==> src/rtl/io_seg_scan.sv <==
// ---------------------------------------------------------------------------
// io_seg_scan
//
// Eight-digit multiplexed seven-segment scanner for a common-anode hex
// display. Captures one of the CPU output ports into a shadow register on a
// load strobe, optionally computes leading-zero blanking for that value, and
// walks the eight hex nibbles across the digit anodes at a programmable rate.
//
// Parameters
//   SCAN_DIV  clock cycles each digit stays lit (2 .. 2^20)
//
// Ports
//   clock     system clock, rising edge
//   clrn      synchronous active-low reset
//   port0     value from out_port0
//   port1     value from out_port1
//   sel       load source select (0 = port0, 1 = port1)
//   load      capture selected port (and lzb) into the shadow register
//   lzb       leading-zero blanking enable, sampled with load
//   dp_mask   per-digit decimal point enables (1 = lit), used live
//   an        digit anodes, active low, bit i = digit i (nibble [4i+3:4i])
//   seg       segments {g,f,e,d,c,b,a}, active low
//   dp        decimal point, active low
// ---------------------------------------------------------------------------
module io_seg_scan #(
    parameter int unsigned SCAN_DIV = 50000
) (
    input  logic        clock,
    input  logic        clrn,
    input  logic [31:0] port0,
    input  logic [31:0] port1,
    input  logic        sel,
    input  logic        load,
    input  logic        lzb,
    input  logic [7:0]  dp_mask,
    output logic [7:0]  an,
    output logic [6:0]  seg,
    output logic        dp
);

    localparam int unsigned NUM_DIGITS = 8;
    // SCAN_DIV >= 2 keeps this at least one bit wide.
    localparam int unsigned PW = $clog2(SCAN_DIV);
    localparam logic [PW-1:0] PCNT_LAST = PW'(SCAN_DIV - 1);

    // Active-low seven-segment pattern for one hex nibble.
    function automatic logic [6:0] hex7(input logic [3:0] n);
        logic [6:0] s;
        case (n)
            4'h0:    s = 7'h40;
            4'h1:    s = 7'h79;
            4'h2:    s = 7'h24;
            4'h3:    s = 7'h30;
            4'h4:    s = 7'h19;
            4'h5:    s = 7'h12;
            4'h6:    s = 7'h02;
            4'h7:    s = 7'h78;
            4'h8:    s = 7'h00;
            4'h9:    s = 7'h10;
            4'hA:    s = 7'h08;
            4'hB:    s = 7'h03;
            4'hC:    s = 7'h46;
            4'hD:    s = 7'h21;
            4'hE:    s = 7'h06;
            default: s = 7'h0E;
        endcase
        return s;
    endfunction

    // State
    logic [PW-1:0]  pcnt_q,   pcnt_d;
    logic [2:0]     idx_q,    idx_d;
    logic [31:0]    shadow_q, shadow_d;
    logic [7:0]     blank_q,  blank_d;
    logic [7:0]     an_q,     an_d;
    logic [6:0]     seg_q,    seg_d;
    logic           dp_q,     dp_d;

    logic           tick;
    logic [31:0]    load_val;
    logic [NUM_DIGITS-1:0][3:0] load_nib;
    logic [NUM_DIGITS-1:0][3:0] shadow_nib;
    logic [NUM_DIGITS-1:0]      zero_from;  // nibbles i..7 of load_val all zero
    logic [NUM_DIGITS-1:0]      blank_new;
    logic [3:0]     cur_nib;

    assign tick     = (pcnt_q == PCNT_LAST);
    assign load_val = sel ? port1 : port0;

    // Per-digit views of the incoming and stored values, and the blanking
    // chain that runs from the most significant nibble downwards.
    for (genvar i = 0; i < NUM_DIGITS; i++) begin : g_digit
        assign load_nib[i]   = load_val[4*i +: 4];
        assign shadow_nib[i] = shadow_q[4*i +: 4];

        if (i == NUM_DIGITS - 1) begin : g_top
            assign zero_from[i] = (load_nib[i] == 4'h0);
        end else begin : g_chain
            assign zero_from[i] = zero_from[i+1] & (load_nib[i] == 4'h0);
        end

        // Digit 0 always shows something, so a zero value displays "0".
        if (i == 0) begin : g_d0
            assign blank_new[i] = 1'b0;
        end else begin : g_dn
            assign blank_new[i] = lzb & zero_from[i];
        end
    end

    // Prescaler and digit index.
    always_comb begin
        pcnt_d = tick ? '0 : pcnt_q + 1'b1;
        idx_d  = tick ? idx_q + 3'd1 : idx_q;   // 3-bit wrap 7 -> 0
    end

    // Shadow capture; blanking is derived from the incoming value.
    always_comb begin
        shadow_d = shadow_q;
        blank_d  = blank_q;
        if (load) begin
            shadow_d = load_val;
            blank_d  = blank_new;
        end
    end

    // Output stage reads the registered index/shadow, so a load or a digit
    // step shows up one edge later with anodes and segments moving together.
    always_comb begin
        cur_nib = shadow_nib[idx_q];
        an_d    = ~(8'd1 << idx_q);
        seg_d   = blank_q[idx_q] ? 7'h7F : hex7(cur_nib);
        dp_d    = ~dp_mask[idx_q];
    end

    always_ff @(posedge clock) begin
        if (!clrn) begin
            pcnt_q   <= '0;
            idx_q    <= '0;
            shadow_q <= '0;
            blank_q  <= '0;
            an_q     <= 8'hFF;
            seg_q    <= 7'h7F;
            dp_q     <= 1'b1;
        end else begin
            pcnt_q   <= pcnt_d;
            idx_q    <= idx_d;
            shadow_q <= shadow_d;
            blank_q  <= blank_d;
            an_q     <= an_d;
            seg_q    <= seg_d;
            dp_q     <= dp_d;
        end
    end

    assign an  = an_q;
    assign seg = seg_q;
    assign dp  = dp_q;

endmodule

==> config.mk <==
export PLATFORM = sky130hd
export DESIGN_NAME = io_seg_scan
export DESIGN_NICKNAME = d
export VERILOG_FILES = /design/src/rtl/io_seg_scan.sv
export SDC_FILE = /design/constraint.sdc
export NUM_CORES = 1
export LEC_CHECK = 0
export ABC_AREA = 1
export ABC_CLOCK_PERIOD_IN_PS = 3000
export BUFFER_PORTS_ARGS = -buffer_cell sky130_fd_sc_hd__buf_2
export CAP_MARGIN = 20
export CORE_MARGIN = 4
export CORE_UTILIZATION = 38
export DETAILED_ROUTE_END_ITERATION = 6
export PLACE_DENSITY_LB_ADDON = 0.2
export REMOVE_ABC_BUFFERS = 1
export SLEW_MARGIN = 20
export SYNTH_ARGS = -nofsm -noshare
export SYNTH_HDL_FRONTEND = slang
export SYNTH_SLANG_ARGS = --single-unit
==> constraint.sdc <==
create_clock -name clock -period 3 [get_ports clock]
set_input_delay 0 -clock clock [delete_from_list [all_inputs] [get_ports clock]]
set_output_delay 0 -clock clock [all_outputs]
set_load 0.005 [all_outputs]
==> results.py, run 1 <==
metrics = {
    "timing": {
        "timing.slew.headroom_pct": 54.6,
        "layout_min_cycle_time_ps": 2220,
        "report.final.setup_viol": 0,
        "hold_viol_final": 0,
        "worst_clock_skew_ps": 7.53,
        "tightestPinTransition_ps": 680,
        "layout_worst_path_cycle_share_pct": 73.9,
        "final-max-slew-violation-count": 0,
        "worst_setup_slack_final_ps": 783,
        "setup_tns_ps": 0,
        "clock.fmax_mhz": 451,
        "rsz0062_at_grt": "no",
    },
    "synthesis": {
        "synth_flop_cell": "sky130_fd_sc_hd__dfxtp_1",
        "synth.yosys.seq_area_share_pct": 36.9,
        "netlist_area_um2": 4010,
        "ys_top_cells_by_area": "sky130_fd_sc_hd__dfxtp_1, sky130_fd_sc_hd__nand2_1, sky130_fd_sc_hd__inv_1, sky130_fd_sc_hd__nor2_1, sky130_fd_sc_hd__o21ai_0",
        "synthDominantCellAreaShare_pct": 36.9,
        "synthDistinctLibCells": 40,
        "mean_instance_size_in_the_synthesized_netlist_um2": 6.75,
        "synth.top_cells.by_count": "sky130_fd_sc_hd__nand2_1, sky130_fd_sc_hd__dfxtp_1, sky130_fd_sc_hd__inv_1",
        "synthesis.yosys.warnings": 0,
        "synthesis.instances": 595,
        "ys_seq_elements": 74,
        "synth_enable_flop_cells": 0,
        "async_s_r_ff_share_synth_pct": 0,
        "most_common_cell_in_the_synthesized_netlist": "sky130_fd_sc_hd__nand2_1",
        "largest_area_contributor_in_the_netlist": "sky130_fd_sc_hd__dfxtp_1",
    },
    "run_status": {
        "status": "finished, final reports clean",
    },
    "critical_path": {
        "cp_data_arrival_time_ps": 2450,
        "worst_setup_path_start_kind": "flip-flop",
        "timing.rr.end": "seg[3]",
        "critPathCaptureType": "flip-flop",
        "timing_worst_setup_path_type": "flip-flop to flip-flop",
        "worst_setup_path_startpoint": "idx_q[1]",
        "reg2reg_from": "idx_q[1]",
        "ff2ff_path_depth": 10,
        "critPathRequiredTime_ps": 3230,
        "critPathMaxFanout": 19,
        "reg2reg_slack_ps": 780,
    },
    "floorplan": {
        "num_rows": 37,
        "coreArea_um2": 10300,
        "die_w_um": 111,
        "floorplan.initialDensity_pct": 38.9,
        "floorplan.io_pins": 93,
        "fp.dieH_um": 111,
        "die_area_um2": 12300,
    },
    "power": {
        "clockPowerShare_pct": 35.3,
        "internal_power_mw": 1.59,
        "max-vdd-ir-drop_v": 0.000227,
        "seqPwrFrac_pct": 48.7,
        "p_comb_share_pct": 15.9,
        "power_switching_share_pct": 26.2,
        "total_leakage_power_nw": 2.54,
        "design_power_total_mw": 2.15,
        "switching_power_uw": 564,
        "power-per-cell-area_nw_per_um2": 416,
    },
    "grt": {
        "groute.usage.overall_pct": 16.3,
        "pin_count_of_the_biggest_net_entering_global_routing": 42,
        "grt_pass1_wl_um": 16900,
        "antenna_found_initial": 0,
        "number_of_global_route_vias_before_repair": 3659,
        "global_route.overflow_total": 0,
    },
    "cells_and_area": {
        "post_layout_nonfiller_instances": 860,
        "layout.nets": 811,
        "antenna-diode-count": 0,
        "drive_gt1_share_pct": 19.3,
        "final_layout_fill_cell_count": 1035,
        "layout-area-overhead-vs-synth_pct": 28.9,
    },
    "placed_design": {
        "port_buffers": 92,
        "post-place-cells": 798,
        "post-dp-hpwl_um": 7140,
        "gp_congestion": 0.836,
        "pre_cts_slack_ps": 804,
    },
    "cts": {
        "htreeDepth": 3,
        "cts_root_buffer": "sky130_fd_sc_hd__clkbuf_8",
        "clk-insertion-delay-late_ps": 340,
        "cts.path.max_buffers": 2,
        "cts_tree": "built",
        "cts_made_buffers": 9,
        "clock-sinks": 74,
        "post-cts-setup-buffers": 0,
        "path_clk_slew_ps": 70,
    },
    "route": {
        "drt_iter0_drc": 183,
        "detail-route-antenna-nets": 0,
        "num_vias": 4002,
        "total_wire_length_after_detailed_routing_um": 9980,
        "route.detailed.drc": 0,
        "drt_pre_antenna_iters": 4,
        "routed_via_density": 4.65,
        "post_drt_wl_per_cell_um": 11.6,
    },
    "worst_hold_path": {
        "holdCritPathClass": "input pin to flip-flop",
        "hold_crit_start": "port1[11]",
        "hold_path_end": "shadow_nib[11]",
        "whs_path_depth": 5,
    },
    "job": {
        "maxCapViolCount": 0,
    },
}
==> kinds of logic after synthesis <==
kind of cell / synth area share (%)
XOR/XNOR: 1.31
flip-flops: 36.9
buffers and inverters: 11.2
AO/OA/AOI/OAI: 13.4
AND/OR/NAND/NOR: 33.2
adder cells (fa/ha/maj): 4.05
==> how the worst max path moves through the flow <==
stage	to	cells past startpoint
after floorplan	seg[6]	10
final	seg[3]	10
after global placement	seg[3]	10
after detailed placement	seg[3]	10
after CTS	seg[3]	10
after global routing	seg[5]	10
==> flip-flops by register name, indices dropped and copies added (netlist names) <==
signal	cells
an	8
blank_q	7
dp	1
idx_q	3
pcnt_q	16
seg	7
shadow_nib	32
==> layer usage <==
metal	GRT usage (%)	vias to the layer above	wire, µm
met4	6.24	0	174
met3	2.62	14	489
met2	26.3	97	4590
met1	21.9	1758	4730
li1	-	2133	-
met5	0	-	0
==> final cells by class <==
class	count	area (µm²)	share of cell area, %
Clock buffer	10	138	2.66
Timing Repair Buffer	144	976	18.9
Clock inverter	4	53.8	1.04
Tap cell	136	170	3.29
Inverter	72	273	5.27
Multi-Input combinational cell	420	2080	40.3
Sequential cell	74	1480	28.6
==> critical path, cell delays in order (launching register included) <==
cell and delay, ps:
sky130_fd_sc_hd__dfxtp_1 760, sky130_fd_sc_hd__inv_2 250, sky130_fd_sc_hd__nand3_1 150, sky130_fd_sc_hd__nand3_1 100, sky130_fd_sc_hd__o21ai_2 150, sky130_fd_sc_hd__inv_1 140
sky130_fd_sc_hd__ha_1 230, sky130_fd_sc_hd__nand3_1 130, sky130_fd_sc_hd__nand2_1 70, sky130_fd_sc_hd__nand2_1 50, sky130_fd_sc_hd__nand3_1 60
==> through the flow <==
stage               util, %  area (µm²)  hold WS [ps]
finish                 50.1        5170          7.72
global route           50.1        5170          47.6
global placement       43.6        4500           325
floorplan                 -        3840          68.9
CTS                    50.0        5160         0.568
detailed placement     43.6        4500           329
==> power groups by stage <==
stage | clock (mW) | sequential [mW] | combinational, mW
6_report | 0.761 | 1.05 | 0.343
5_1_grt | 0.823 | 1.05 | 0.394
4_1_cts | 0.783 | 1.05 | 0.343
3_5_place_dp | 0 | 1.07 | 0.286
3_3_place_gp | 0 | 1.07 | 0.281
2_1_floorplan | 0 | 1.07 | 0.164
==> what timing repair did <==
item | in CTS | in global routing
setup endpoints to repair | 0 | 0
gates resized for setup | 0 | 0
hold endpoints to repair | 28 | 0
hold buffers | 47 | 0
==> cells in the final DEF, fill, tap and decap left out, drive strengths merged <==
master,n
nor4,1
o22ai,1
nor2,70
dlygate4sd3,47
ha,13
o211a,1
xnor2,2
bufinv,1
nand2,181
a32oi,1
xor2,4
dfxtp,74
or2,2
o21ai,42
clkbuf,10
inv,72
nor3b,5
o211ai,15
a21oi,27
nand3b,2
nand3,40
nand4,5
a31oi,1
clkinv,1
nor3,5
clkinvlp,2
buf,97
and3,1
o2bb2ai,1
No activity file was read; power rests on OpenSTA's default activity.
==> run 2, diff against run 1 <==
--- a/config.mk
+++ b/config.mk
@@ -6,7 +6,7 @@
 export NUM_CORES = 1
 export LEC_CHECK = 0
 export ABC_AREA = 1
-export ABC_CLOCK_PERIOD_IN_PS = 3000
+export ABC_CLOCK_PERIOD_IN_PS = 1900
 export BUFFER_PORTS_ARGS = -buffer_cell sky130_fd_sc_hd__buf_2
 export CAP_MARGIN = 20
 export CORE_MARGIN = 4
==> constraint.sdc (replaced) <==
create_clock -name clock -period 1.9 [get_ports clock]
set_input_delay 0 -clock clock [delete_from_list [all_inputs] [get_ports clock]]
set_output_delay 0 -clock clock [all_outputs]
set_load 0.005 [all_outputs]
==> results.py, run 2 (same netlist as run 1, synthesis figures left out) <==
metrics = {
    "critical_path": {
        "worst_setup_path_startpoint": "idx_q[0]",
        "timing_worst_setup_path_type": "flip-flop to flip-flop",
        "critPathRequiredTime_ps": 2140,
        "worst_setup_path_start_kind": "flip-flop",
        "cp_data_arrival_time_ps": 2020,
        "critPathMaxFanout": 11,
        "reg2reg_from": "idx_q[0]",
        "critPathCaptureType": "flip-flop",
        "ff2ff_path_depth": 9,
    },
    "timing": {
        "final-max-slew-violation-count": 0,
        "finalHoldWorstSlack_ps": 14.9,
        "clock.fmax_mhz": 561,
        "tightestPinTransition_ps": 496,
        "layout_worst_path_cycle_share_pct": 93.9,
        "layout_min_cycle_time_ps": 1780,
        "worst_clock_skew_ps": 7.97,
        "timing.slew.headroom_pct": 66.9,
        "report.final.setup_viol": 0,
        "rsz0062_at_grt": "no",
        "hold_viol_final": 0,
    },
    "grt": {
        "number_of_global_route_vias_before_repair": 3720,
        "grt_pass1_wl_um": 17000,
        "antenna_found_initial": 0,
        "groute.usage.overall_pct": 16.5,
        "pin_count_of_the_biggest_net_entering_global_routing": 42,
        "global_route.overflow_total": 0,
    },
    "cells_and_area": {
        "drive_gt1_share_pct": 22.3,
        "layout.nets": 826,
        "leading_cell_types_in_the_layout_fill_and_taps_excluded": "sky130_fd_sc_hd__nand2_1, sky130_fd_sc_hd__buf_2, sky130_fd_sc_hd__dfxtp_1",
        "antenna-diode-count": 0,
        "largest_register_ffs": 32,
        "post_layout_nonfiller_instances": 877,
        "layout-area-overhead-vs-synth_pct": 32.1,
        "commonest_non_fill_non_tap_cell_in_the_layout": "sky130_fd_sc_hd__nand2_1",
    },
    "cts": {
        "clk-insertion-delay-late_ps": 350,
        "cts.path.max_buffers": 2,
        "clock-sinks": 74,
        "htreeDepth": 3,
        "path_clk_slew_ps": 80,
        "cts_root_buffer": "sky130_fd_sc_hd__clkbuf_8",
        "cts_made_buffers": 9,
        "cts_tree": "built",
    },
    "worst_hold_path": {
        "hold_crit_start": "port0[7]",
        "holdCritPathClass": "input pin to flip-flop",
        "whs_path_depth": 5,
    },
    "placed_design": {
        "gp_congestion": 0.850,
        "post-place-cells": 810,
        "port_buffers": 92,
        "post-dp-hpwl_um": 7380,
    },
    "power": {
        "max-vdd-ir-drop_v": 0.000284,
        "total_leakage_power_nw": 2.61,
        "power-per-cell-area_nw_per_um2": 622,
    },
    "floorplan": {
        "floorplan.io_pins": 93,
        "coreArea_um2": 10300,
        "num_rows": 37,
        "fp.dieH_um": 111,
        "die_area_um2": 12300,
        "floorplan.initialDensity_pct": 38.9,
        "die_w_um": 111,
    },
    "route": {
        "routed_via_density": 4.67,
        "post_drt_wl_per_cell_um": 11.5,
        "drt_pre_antenna_iters": 4,
        "drt_iter0_drc": 167,
        "route.detailed.drc": 0,
        "num_vias": 4093,
        "total_wire_length_after_detailed_routing_um": 10100,
        "detail-route-antenna-nets": 0,
    },
    "run_status": {
        "status": "finished, final reports clean",
    },
    "job": {
        "maxCapViolCount": 0,
    },
}
[run 2: cell count changes in the layout (fill, tap and decap cells not counted), moves of 2 or more]
cell                       delta
sky130_fd_sc_hd__inv_2        +2
sky130_fd_sc_hd__nand2_2      +2
sky130_fd_sc_hd__dfxtp_1      -3
sky130_fd_sc_hd__clkinv_2     +2
sky130_fd_sc_hd__dfxtp_2      +2
sky130_fd_sc_hd__inv_1        -2
sky130_fd_sc_hd__buf_4       +14
sky130_fd_sc_hd__nand2_1      -2
[run 2: layout make-up]
cell class | instances | area [µm²]
Fill cell | 1062 | 5020
Multi-Input combinational cell | 420 | 2100
Sequential cell | 74 | 1490
Timing Repair Buffer | 159 | 1100
Inverter | 72 | 273
Tap cell | 136 | 170
Clock buffer | 10 | 128
Clock inverter | 6 | 42.5
[run 2: final timing paths]
check,to,slack (ps)
worst max register to register,seg[3],120
worst min register to register,pcnt_q[0],440
worst max-delay path,seg[3],120
worst min-delay path,shadow_nib[7],10
[run 2: per-layer routing]
metal  share of wire, %  global-route usage (%)  up-vias
met3                5.2                    3.49        9
li1                   -                       -     2174
met4                1.4                    5.67        0
met1                 47                    22.0     1816
met2                 47                    26.4       94
met5                  0                       0        -
[run 2: stage by stage]
step | worst slack (ps) | total power [mW] | instance area [µm²] | utilization [%] | setup TNS [ps]
2_1_floorplan | -417 | 1.94 | 3840 | - | -2500
3_3_place_gp | 103 | 2.14 | 4590 | 44.4 | 0
3_5_place_dp | -7.32 | 2.15 | 4590 | 44.4 | -8.10
4_1_cts | 8.31 | 3.32 | 5240 | 50.7 | 0
5_1_grt | 4.33 | 3.48 | 5300 | 51.4 | 0
6_report | 116 | 3.30 | 5300 | 51.4 | 0
[run 2: report_power, final]
part / internal (mW) / total [mW] / switching [mW]
clock: 0.476 / 1.09 / 0.612
combinational: 0.271 / 0.555 / 0.284
sequential: 1.62 / 1.66 / 0.0341
[run 2: critical path: stages (launching register included)]
cell and delay, ps:
sky130_fd_sc_hd__dfxtp_4 360, sky130_fd_sc_hd__inv_2 150, sky130_fd_sc_hd__nor2_1 70, sky130_fd_sc_hd__o21ai_0 260
sky130_fd_sc_hd__o21ai_2 130, sky130_fd_sc_hd__buf_4 160, sky130_fd_sc_hd__ha_1 290, sky130_fd_sc_hd__nand3_1 80
sky130_fd_sc_hd__nand3_1 90, sky130_fd_sc_hd__nand3_1 80
[run 2: timing repair]
item	in CTS	in global routing
setup endpoints to repair	2	7
hold endpoints to repair	25	0
setup buffers	1	2
hold buffers	47	0
pin swaps	1	1
resized for setup	1	10
